--- config.mk ---
export PLATFORM = sky130hd
export DESIGN_NAME = fpadd_sched_flat
export DESIGN_NICKNAME = d
export VERILOG_FILES = /design/src/rtl/fpadd_sched_if.sv /design/src/rtl/fpadd_sched.sv /design/src/flat_wrapper.sv
export SDC_FILE = /design/constraint.sdc
export NUM_CORES = 1
export LEC_CHECK = 0
export ABC_AREA = 1
export CELL_PAD_IN_SITES_DETAIL_PLACEMENT = 1
export CELL_PAD_IN_SITES_GLOBAL_PLACEMENT = 1
export CORE_UTILIZATION = 28
export DETAILED_ROUTE_END_ITERATION = 8
export PLACE_DENSITY = 0.86
export SYNTH_ARGS = -nofsm -noshare
export SYNTH_HDL_FRONTEND = slang
export SYNTH_SLANG_ARGS = --single-unit
--- constraint.sdc ---
create_clock -name clk -period 4 [get_ports clk]
set_input_delay 0.4 -clock clk [delete_from_list [all_inputs] [get_ports clk]]
set_output_delay 0.4 -clock clk [all_outputs]
set_load 0.03 [all_outputs]
--- src/rtl/fpadd_sched_if.sv ---
// fpadd_sched_if: request/response/adder signal bundle for the FP add scheduler.
interface fpadd_sched_if;
    logic        req0_valid, req1_valid;
    logic        req0_ready, req1_ready;
    logic [31:0] req0_a, req0_b, req1_a, req1_b;
    logic        req0_sub, req1_sub;
    logic        resp_valid, resp_ready, resp_id;
    logic [31:0] resp_result;
    logic [31:0] fpa_a, fpa_b, fpa_result;
    logic        busy;
    modport slave (
        input  req0_valid, req1_valid, req0_a, req0_b, req1_a, req1_b, req0_sub, req1_sub,
        input  resp_ready, fpa_result,
        output req0_ready, req1_ready, resp_valid, resp_id, resp_result, fpa_a, fpa_b, busy
    );
    modport master (
        output req0_valid, req1_valid, req0_a, req0_b, req1_a, req1_b, req0_sub, req1_sub,
        output resp_ready, fpa_result,
        input  req0_ready, req1_ready, resp_valid, resp_id, resp_result, fpa_a, fpa_b, busy
    );
endinterface

--- src/rtl/fpadd_sched.sv ---
// fpadd_sched: round-robin arbiter sharing one combinational FP adder between two requesters.
module fpadd_sched #(
    parameter int EXEC_CYCLES = 1
) (
    input logic          clk,
    input logic          reset,
    fpadd_sched_if.slave bus
);
    typedef enum logic [1:0] {IDLE, EXEC, RESP} state_t;
    localparam logic [1:0] CNT_INIT = 2'(EXEC_CYCLES - 1);

    state_t      r_state, w_next;
    logic        r_last_grant, r_id;
    logic [1:0]  r_cnt;
    logic [31:0] r_a, r_b, r_result;
    logic        w_grant, w_accept, w_sub;

    always_comb begin
        w_grant  = (bus.req0_valid && bus.req1_valid) ? ~r_last_grant :
                   bus.req0_valid ? 1'b0 : bus.req1_valid ? 1'b1 : ~r_last_grant;
        w_accept = (r_state == IDLE) && (w_grant ? bus.req1_valid : bus.req0_valid);
        w_sub    = w_grant ? bus.req1_sub : bus.req0_sub;
        w_next   = r_state;
        case (r_state)
            IDLE:    w_next = w_accept ? EXEC : IDLE;
            EXEC:    w_next = (r_cnt == 2'd0) ? RESP : EXEC;
            RESP:    w_next = bus.resp_ready ? IDLE : RESP;
            default: w_next = IDLE;
        endcase
    end

    always_ff @(posedge clk) begin
        if (reset) r_state <= IDLE;
        else       r_state <= w_next;
    end

    // Operands are captured once at accept so requesters may change freely afterwards.
    always_ff @(posedge clk) begin
        if (reset) begin
            r_last_grant <= 1'b1;
            r_id         <= 1'b0;
            r_cnt        <= 2'd0;
            r_a          <= '0;
            r_b          <= '0;
            r_result     <= '0;
        end else if (w_accept) begin
            r_a          <= w_grant ? bus.req1_a : bus.req0_a;
            r_b          <= (w_grant ? bus.req1_b : bus.req0_b) ^ {w_sub, 31'b0};
            r_id         <= w_grant;
            r_last_grant <= w_grant;
            r_cnt        <= CNT_INIT;
        end else if (r_state == EXEC) begin
            if (r_cnt == 2'd0) r_result <= bus.fpa_result;
            else               r_cnt    <= r_cnt - 2'd1;
        end
    end

    assign bus.req0_ready  = (r_state == IDLE) && !w_grant;
    assign bus.req1_ready  = (r_state == IDLE) && w_grant;
    assign bus.resp_valid  = (r_state == RESP);
    assign bus.resp_id     = r_id;
    assign bus.resp_result = r_result;
    assign bus.fpa_a       = r_a;
    assign bus.fpa_b       = r_b;
    assign bus.busy        = (r_state != IDLE);
endmodule

--- src/flat_wrapper.sv ---
// flat-port wrapper written by rule: the top's interface ports become plain ports
module fpadd_sched_flat 
#(
    parameter int EXEC_CYCLES = 1
)
  (clk, reset, bus_req0_valid, bus_req1_valid, bus_req0_a, bus_req0_b, bus_req1_a, bus_req1_b, bus_req0_sub, bus_req1_sub, bus_resp_ready, bus_fpa_result, bus_req0_ready, bus_req1_ready, bus_resp_valid, bus_resp_id, bus_resp_result, bus_fpa_a, bus_fpa_b, bus_busy);
  fpadd_sched_if bus_i ();
  input logic clk;
  input logic reset;
  input wire logic [$bits(bus_i.req0_valid)-1:0] bus_req0_valid;
  input wire logic [$bits(bus_i.req1_valid)-1:0] bus_req1_valid;
  input wire logic [$bits(bus_i.req0_a)-1:0] bus_req0_a;
  input wire logic [$bits(bus_i.req0_b)-1:0] bus_req0_b;
  input wire logic [$bits(bus_i.req1_a)-1:0] bus_req1_a;
  input wire logic [$bits(bus_i.req1_b)-1:0] bus_req1_b;
  input wire logic [$bits(bus_i.req0_sub)-1:0] bus_req0_sub;
  input wire logic [$bits(bus_i.req1_sub)-1:0] bus_req1_sub;
  input wire logic [$bits(bus_i.resp_ready)-1:0] bus_resp_ready;
  input wire logic [$bits(bus_i.fpa_result)-1:0] bus_fpa_result;
  output wire logic [$bits(bus_i.req0_ready)-1:0] bus_req0_ready;
  output wire logic [$bits(bus_i.req1_ready)-1:0] bus_req1_ready;
  output wire logic [$bits(bus_i.resp_valid)-1:0] bus_resp_valid;
  output wire logic [$bits(bus_i.resp_id)-1:0] bus_resp_id;
  output wire logic [$bits(bus_i.resp_result)-1:0] bus_resp_result;
  output wire logic [$bits(bus_i.fpa_a)-1:0] bus_fpa_a;
  output wire logic [$bits(bus_i.fpa_b)-1:0] bus_fpa_b;
  output wire logic [$bits(bus_i.busy)-1:0] bus_busy;
  assign bus_i.req0_valid = bus_req0_valid;
  assign bus_i.req1_valid = bus_req1_valid;
  assign bus_i.req0_a = bus_req0_a;
  assign bus_i.req0_b = bus_req0_b;
  assign bus_i.req1_a = bus_req1_a;
  assign bus_i.req1_b = bus_req1_b;
  assign bus_i.req0_sub = bus_req0_sub;
  assign bus_i.req1_sub = bus_req1_sub;
  assign bus_i.resp_ready = bus_resp_ready;
  assign bus_i.fpa_result = bus_fpa_result;
  assign bus_req0_ready = bus_i.req0_ready;
  assign bus_req1_ready = bus_i.req1_ready;
  assign bus_resp_valid = bus_i.resp_valid;
  assign bus_resp_id = bus_i.resp_id;
  assign bus_resp_result = bus_i.resp_result;
  assign bus_fpa_a = bus_i.fpa_a;
  assign bus_fpa_b = bus_i.fpa_b;
  assign bus_busy = bus_i.busy;
  fpadd_sched #(.EXEC_CYCLES(EXEC_CYCLES)) u_core (.clk(clk), .reset(reset), .bus(bus_i));
endmodule
## Yosys cells after proc, flatten, opt, wreduce, memory -nomap -nowiden

Index checks and enable logic that the tools add are counted.

| storage, ports and cells | value |
|---|---|
| register bits | 102 |
| bits in latches | 0 |
| memory bits (writable) | 0 |
| bits in read-only memories | 0 |
| memories kept | 0 |

| operators by class | value |
|---|---|
| $add $sub $neg | 1 |
| multipliers | 0 |
| div/mod/pow operators | 0 |
| magnitude comparators | 0 |
| equality and inequality tests | 2 |
| shift-type cells | 0 |
| muxes and demuxes | 11 |
| bitwise gates (word level) | 4 |
| reduce and logical (&&, ||, !) cells | 11 |

Operators with widths:

| operator | count |
|---|---|
| 32-bit two-way mux | 2 |
| 32-bit bitwise XOR | 1 |
| 1-bit two-way mux | 6 |
| 2-bit one-hot mux with 3 select lines | 1 |
| 1-bit logical AND | 4 |
| 2-bit logical NOT | 2 |
| 2-bit two-way mux | 2 |
| 1-bit inverter | 3 |
| 3-bit AND reduction | 1 |
| 2-bit by 1-bit == test with 1-bit output (second input constant) | 1 |
| 2-bit == test (second input constant) | 1 |
| 2-bit AND reduction | 1 |
| 2-bit nonzero test | 1 |
| 2-bit OR reduction | 1 |
| 2-bit by 1-bit subtractor with 2-bit output (second input constant) | 1 |
| 1-bit logical NOT | 1 |

## Longest topological paths before layout

Gate-level depths: netlist of run 1.

| logic depth | value |
|---|---|
| depth in word-level cells | 8 |
| depth in mapped cells | 8 |
| gate-level depth less buffers | 6 |

## Least setup slack after synthesis of run 1

No wires, ideal clock.

| timing | value |
|---|---|
| kind | input to output |
| from | input port bus_req0_valid |
| to | output port bus_req1_ready |
| arrival time | 1244 ps |
| slack | 2356 ps |
| stages | 4 |
| buffers on the path | 1 |
| path through | nand2_1 nand2_1 buf_1 a21oi_1 |

| on the way | value |
|---|---|
| cells in the longest elaborated chain, start to end | 3 |
| elaborated cells between the ends (all ways) | 4 |

RTL lines:

| item | line | source |
|---|---|---|
| start: declaration | flat_wrapper.sv:10 | `input wire logic [$bits(bus_i.req0_valid)-1:0] bus_req0_valid;` |
| 1-bit two-way mux or 1-bit logical AND (tied branches) | fpadd_sched.sv:20, fpadd_sched.sv:19 |  |
| 1-bit two-way mux (*) | fpadd_sched.sv:19 | `w_grant = (bus.req0_valid && bus.req1_valid) ? ~r_last_grant :` |
| 1-bit logical AND (*) | fpadd_sched.sv:59 | `assign bus.req1_ready = (r_state == IDLE) && w_grant;` |
| end: declaration | flat_wrapper.sv:21 | `output wire logic [$bits(bus_i.req1_ready)-1:0] bus_req1_ready;` |

Mark *: on every way between the ends. The rest lies on a longest branch, timed or not.

## Final worst setup path of run 1

| timing | value |
|---|---|
| from | input port bus_req0_valid |
| to | output port bus_req0_ready |

| on the way | value |
|---|---|
| cells in the longest elaborated chain, start to end | 4 |
| elaborated cells between the ends (all ways) | 5 |

RTL lines:

| item | line | source |
|---|---|---|
| 1-bit two-way mux or 1-bit logical AND (tied branches) | fpadd_sched.sv:20, fpadd_sched.sv:19 |  |
| 1-bit two-way mux (*) | fpadd_sched.sv:19 |  |
| 1-bit logical NOT (*) | fpadd_sched.sv:58 | `assign bus.req0_ready = (r_state == IDLE) && !w_grant;` |
| 1-bit logical AND (*) | fpadd_sched.sv:58 |  |
| end: declaration | flat_wrapper.sv:20 | `output wire logic [$bits(bus_i.req0_ready)-1:0] bus_req0_ready;` |

Marked as above.

==> metrics.md, run 1 <==
| Metric | Value |
|---|---|
| Yosys cell types | 20 |
| Fin crit period | 2.276 ns |
| Starting density of the core | 28.76% |
| Clk_lat worst skew | 0.35 ns |
| HPWL Detailed | 12530 um |
| Routability cong. | 0.7435 |
| Max FO, Critical Path | 3 |
| DR DRC count | 0 |
| Kind of critical path | in2out |
| Most common cell after layout, fill and taps aside | clkdlybuf4s50_1 |
| Fillers | 2041 |
| Area leader, netlist | dfxtp_1 |
| Fraction of layout cells with a size suffix above 1 | 3.261% |
| Synth top area cells | dfxtp_1 (43%), nand3_1 (14%), nand2_1 (12%), nand3b_1 (10%), inv_1 (8.5%) |
| Worst-path cell chain | clkdlybuf4s50_1 -> inv_1 -> nand2_2 -> nand2_2 -> nor2_1 -> clkdlybuf4s50_1 |
| Largest incremental delay on the critical path | 0.68 ns |
| First DRT Iteration DRCs | 188 |
| Final ANT Viol Nets | 0 |
| Vias | 5333 |
| Area Overhead vs Synth | 64.06% |
| # Post-CTS Setup Buffers | 0 |
| HP Class | reg2reg |
| Fin. max-slew vios | 0 |
| Seq cells post-synth | 102 |
| Max_cap viols | 0 |
| Post-route clock period utilization | 56.91% |
| Status | finished, final reports clean |
| Vias in the first global route | 5445 |
| Setup TNS | 0 ns |
| TritonRoute pass-1 iters | 4 |
| TritonCTS Buffers | 9 |
| Drt total wl | 18160 um |
| PortBufs | 267 |
| Final core occ | 47.19% |
| Hold-fix buffers, CTS | 0 |
| Die width | 132.8 um |
| Syn_nets | 850 |
| Vias per cell | 4.678 |
| Hold Path Depth | 2 |
| Top cell type's share of synthesized area | 42.66% |
| Number of antenna diodes | 0 |
| FF-to-FF path depth | 5 |
| Post-Syn Area | 4787 sq um |
| Clock Tree Buf Depth | 2 |
| Die height | 132.8 um |
| Slew @ Worst Pin | 1.085 ns |
| Global-route wire length before repair | 28610 um |
| Initial antenna violation count | 0 |
| I/O pins | 268 |
| Routed WL per cell | 15.93 um |
| Final Skew | 0.008695 ns |
| Clock Sink Count | 102 |
| Crit end category | output port |
| Commonest cells after routing, fill and taps aside | clkdlybuf4s50_1 (267), nand2_1 (144), nand3_1 (130) |
| Nets | 1084 |
| Row count | 47 |
| Worst EP required | 3.60 ns |
| Yosys warns | 0 |
| Total core area | 16640 sq um |
| RSZ-0062 raised after global routing | no |
| P_leak | 0.003436 uW |
| Final setup vio count | 0 |
| Post-Synthesis Cells | 682 |
| Aggregate global-route resource usage | 20.74% |
| Final Hold Fails | 0 |
| Arr. time, crit path | 1.88 ns |
| CTS tree | yes |
| Clock-pin slew on the worst setup and hold paths | 0.07 ns |
| Gr ovfl total | 0 |
| Register area share after synthesis | 42.66% |
| Pin count of the biggest net entering global routing | 69 |
| Relative slew slack | 27.58% |
| Startpoint types | input port |
| CTS H-tree lvls | 3 |
| Post-CTS Resized | 0 |
| Pwr Density | 400.1 nW/um^2 |
| Post-synthesis area per instance | 7.019 sq um |
| VDD IR max | 0.2558 mV |
| Max Fclk | 439.3 MHz |
| Worst path slowest cell | clkdlybuf4s50_1 |
| Total Die Area | 17620 sq um |
| CTS root buffer | clkbuf_16 |
[where the power goes]
group	internal [uW]	switching (uW)	leakage, uW
Combinational	453	590	0.00244
Clock	502	396	0.000149
Sequential	1140	64.6	0.000842
Total	2090	1050	0.00344
[sequential cells by signal, summed over array words and instances, names as in the netlist]
name	count
u_core.bus.fpa_b	32
u_core.r_last_grant	1
u_core.r_state	2
u_core.bus.resp_result	32
u_core.r_cnt	2
u_core.bus.resp_id	1
u_core.bus.fpa_a	32
[worst paths after layout]
path	from	endpoint	slack (ns)
setup / recovery	bus_req0_valid	bus_req0_ready	1.72
hold / removal	u_core.bus.resp_result[15]$_SDFFE_PP0P_	u_core.bus.resp_result[15]$_SDFFE_PP0P_	0.45
hold reg to reg	u_core.bus.resp_result[15]$_SDFFE_PP0P_	u_core.bus.resp_result[15]$_SDFFE_PP0P_	0.45
setup reg to reg	u_core.r_cnt[0]$_SDFFE_PP0P_	u_core.bus.resp_result[4]$_SDFFE_PP0P_	1.78
[cell usage after synthesis]
library cell,number
buf_2,27
dfxtp_1,102
o31ai_1,1
buf_4,2
buf_6,1
buf_1,2
a21oi_1,37
nand2_2,1
ha_1,1
nand3_1,131
nor2_1,3
inv_1,108
clkbuf_2,2
nand3b_1,64
nand2_1,147
o21ai_0,32
o211ai_1,1
inv_2,2
nor2_4,1
clkbuf_1,17
[worst max-delay path, delay by kind of cell]
family / cells / cell delay (ns)
buf+inv: 3 / 1.23
simple gates: 3 / 0.24
[cell type report]
class | count | area (sq um) | area share [%]
Inverter | 110 | 412.9 | 5.257
Clock buffer | 10 | 239.0 | 3.043
Tap cell | 220 | 275.3 | 3.505
Timing Repair Buffer | 274 | 2725 | 34.70
Multi-Input combinational cell | 419 | 2102 | 26.76
Sequential cell | 102 | 2042 | 26.00
Clock inverter | 5 | 57.56 | 0.7328
[per-stage QoR]
step / total power [uW] / instance area [sq um] / hold WS [ns] / worst slack [ns] / std cells
CTS: 3189 / 7854 / 0.4489 / 1.718 / 1140
global route: 3316 / 7854 / 0.4734 / 1.471 / 1140
detailed placement: 2275 / 7557 / 0.4376 / 1.621 / 1125
floorplan: 1770 / 4787 / 0.4423 / 2.356 / 682
finish: 3142 / 7854 / 0.4455 / 1.724 / 1140
global placement: 2250 / 7557 / 0.4325 / 1.672 / 1125
[logic make-up after synthesis]
family / share of synthesized area (%)
compound gates: 7.528
fa+ha+maj: 0.2613
buf+inv: 13.70
flops: 42.66
simple gates: 35.86
[per-layer routing]
layer | wire, um | track usage [%] | vias up
met5 | 0 | 0 | -
met4 | 435 | 7.280 | 0
met3 | 1224 | 5.747 | 23
met2 | 9122 | 38.39 | 184
met1 | 7378 | 22.45 | 2493
li1 | - | - | 2633
Note: power is estimated with default switching activity, not from simulation.
==> run 2: changes to the inputs <==
Settings changed: CORE_UTILIZATION 28 to 23, PLACE_DENSITY 0.86 to 0.76.
Clock period 4 ns to 1.96 ns, I/O delays scaled along.
==> run 2 against run 1 <==
  * Worst setup slack lost 1.6 ns
  * Global-route usage is 3.6 points lower
  * Via count decreased by 0.19%
  * Flip-flop and latch count unchanged
==> metrics.md, run 2 (synthesis gave the netlist of run 1 again) <==
| Metric | Value |
|---|---|
| Status | finished, final reports clean |
| Most common cell after layout, fill and taps aside | clkdlybuf4s50_1 |
| Pwr Density | 798.7 nW/um^2 (+100%) |
| CTS root buffer | clkbuf_16 |
| Dpl cell area | 7795 sq um (+3.1%) |
| Startpoint types | flip-flop |
| Pin count of the biggest net entering global routing | 66 (-4.3%) |
| P_leak | 0.003533 uW (+2.8%) |
| I/O pins | 268 (unchanged) |
| VDD IR max | 0.3437 mV (+34%) |
| Area Overhead vs Synth | 69.13% |
| Total Die Area | 21390 sq um (+21%) |
| Fin. max-slew vios | 0 (unchanged) |
| Largest incremental delay on the critical path | 0.71 ns (+0.03 ns) |
| Vias in the first global route | 5517 (+1.3%) |
| Kind of critical path | reg2out |
| # Post-CTS Setup Buffers | 0 (unchanged) |
| First DRT Iteration DRCs | 214 (+14%) |
| Relative slew slack | 74.76% (+47 points) |
| Fin Hold WS | 0.4457 ns (+0.0001860 ns) |
| Fraction of layout cells with a size suffix above 1 | 4.516% (+1.3 points) |
| Setup TNS | 0 ns (unchanged) |
| Starting density of the core | 23.58% (-5.2 points) |
| Met1 Usage GRT | 20.65% (-1.8 points) |
| DR DRC count | 0 (unchanged) |
| RSZ-0062 raised after global routing | no |
| HP Class | reg2reg |
| CTS tree | yes |
| TritonRoute pass-1 iters | 5 (+1) |
| Critical path buffers and inverters | 2 (-1) |
| Worst path slowest cell | clkdlybuf4s50_1 |
| TritonCTS Buffers | 9 (unchanged) |
| Fin crit period | 1.811 ns |
| Die width | 146.3 um (+10%) |
| Crit end category | output port |
| Vias | 5323 (-0.19%) |
| Final setup vio count | 0 (unchanged) |
| Nets | 1093 (+0.83%) |
| Number of antenna diodes | 0 (unchanged) |
| Commonest cells after routing, fill and taps aside | clkdlybuf4s50_1 (264), nand2_1 (144), nand3_1 (130) |
| Routed WL per cell | 15.00 um (-5.8%) |
| CTS H-tree lvls | 3 (unchanged) |
| Max_cap viols | 0 (unchanged) |
| Clock Sink Count | 102 (unchanged) |
| Clk_lat worst skew | 0.35 ns (about the same) |
| Vias per cell | 4.436 (-5.2%) |
| Drt total wl | 18000 um (-0.89%) |
| Row count | 52 (+11%) |
| Aggregate global-route resource usage | 17.10% (-3.6 points) |
| Global-route wire length before repair | 29370 um (+2.7%) |
| Final Skew | 0.01171 ns (+0.003010 ns) |
| HPWL Detailed | 13020 um (+3.9%) |
| PortBufs | 267 (unchanged) |
| Total core area | 20300 sq um (+22%) |
| Clock-pin slew on the worst setup and hold paths | 0.08 ns (about the same) |
| Fin area | 8097 sq um (+3.1%) |
| Max Fclk | 552.1 MHz |
| Max FO, Critical Path | 4 (+1) |
| Gr ovfl total | 0 (unchanged) |
| Die height | 146.3 um (+10%) |
| Post-route clock period utilization | 92.41% |
| Worst EP required | 1.76 ns (-1.84 ns) |
| Crit path max-delay family | buffers and inverters |
| Slew @ Worst Pin | 0.3774 ns (-0.7076 ns) |
| Routability cong. | 0.7440 (about the same) |
| Worst-path cell chain | inv_1 -> nor2_1 -> clkdlybuf4s50_1 |
| Met2 Usage GRT | 29.69% (-8.7 points) |
| Final ANT Viol Nets | 0 (unchanged) |
| Arr. time, crit path | 1.62 ns (-0.26 ns) |
| Clock Tree Buf Depth | 2 (unchanged) |
| Initial antenna violation count | 0 (unchanged) |
| GRT Max-Usage Layer | met2 |
| Final Hold Fails | 0 (unchanged) |
| Grt met3 use | 4.719% (-1.0 points) |
==> run 2: changes by cell type in the layout (fill, tap and decap cells not counted), sizes merged <==
cell,before,now
clkbuf,10,9
inv,112,113
buf,7,18
bufinv,1,0
clkinv,2,4
dlymetal6s2s,0,1
clkdlybuf4s50,267,264
==> run 2: final cells by class <==
class | count | area, sq um
Timing Repair Buffer | 283 | 2903
Fill cell | 2483 | 12200
Inverter | 110 | 412.9
Tap cell | 270 | 337.8
Multi-Input combinational cell | 419 | 2102
Sequential cell | 102 | 2042
Clock buffer | 9 | 225.2
Clock inverter | 7 | 73.82
==> run 2: what timing repair did <==
item / 4_1_cts / 5_1_grt
hold buffers: 0 / 0
resized for setup: 0 / 1
setup endpoints to repair: 0 / 1
==> run 2: path summary, 6_finish.rpt <==
path / start / to / slack, ns / cells past startpoint
max reg2reg: u_core.r_last_grant$_SDFFE_PP1P_ / u_core.bus.fpa_a[11]$_SDFFE_PP0P_ / 0.62 / 7
max: u_core.r_state[1]$_SDFF_PP0_ / bus_resp_valid / 0.15 / 3
min: u_core.bus.resp_result[4]$_SDFFE_PP0P_ / u_core.bus.resp_result[4]$_SDFFE_PP0P_ / 0.45 / 2
min reg2reg: u_core.bus.resp_result[4]$_SDFFE_PP0P_ / u_core.bus.resp_result[4]$_SDFFE_PP0P_ / 0.45 / 2
==> run 2: where the power goes <==
group,switching [uW],internal (uW)
logic,1210,987
registers,131,2320
clock network,917,905
total,2260,4210
==> run 2: per-layer routing <==
layer / vias to the layer above / share of wire (%)
met5: - / 0
met4: 0 / 1.1
met3: 14 / 7.0
met2: 173 / 48
met1: 2484 / 44
li1: 2652 / -
==> run 2: per-stage QoR <==
step                setup slack [ns]  util (%)  power (uW)  cells
floorplan                     0.5714         -        3611    682
global placement              0.3057     38.40        4688   1184
detailed placement            0.2527     38.40        4724   1184
CTS                          0.05711     39.87        6591   1200
global route                 0.06645     39.89        6844   1200
finish                        0.1488     39.89        6467   1200
==> run 2: tightest hold or removal path, delay by kind of cell, from the launching register on <==
family	cells	cell delay, ns
AO/OA/AOI/OAI	1	0.05
buffers and inverters	1	0.05
flip-flops	1	0.31
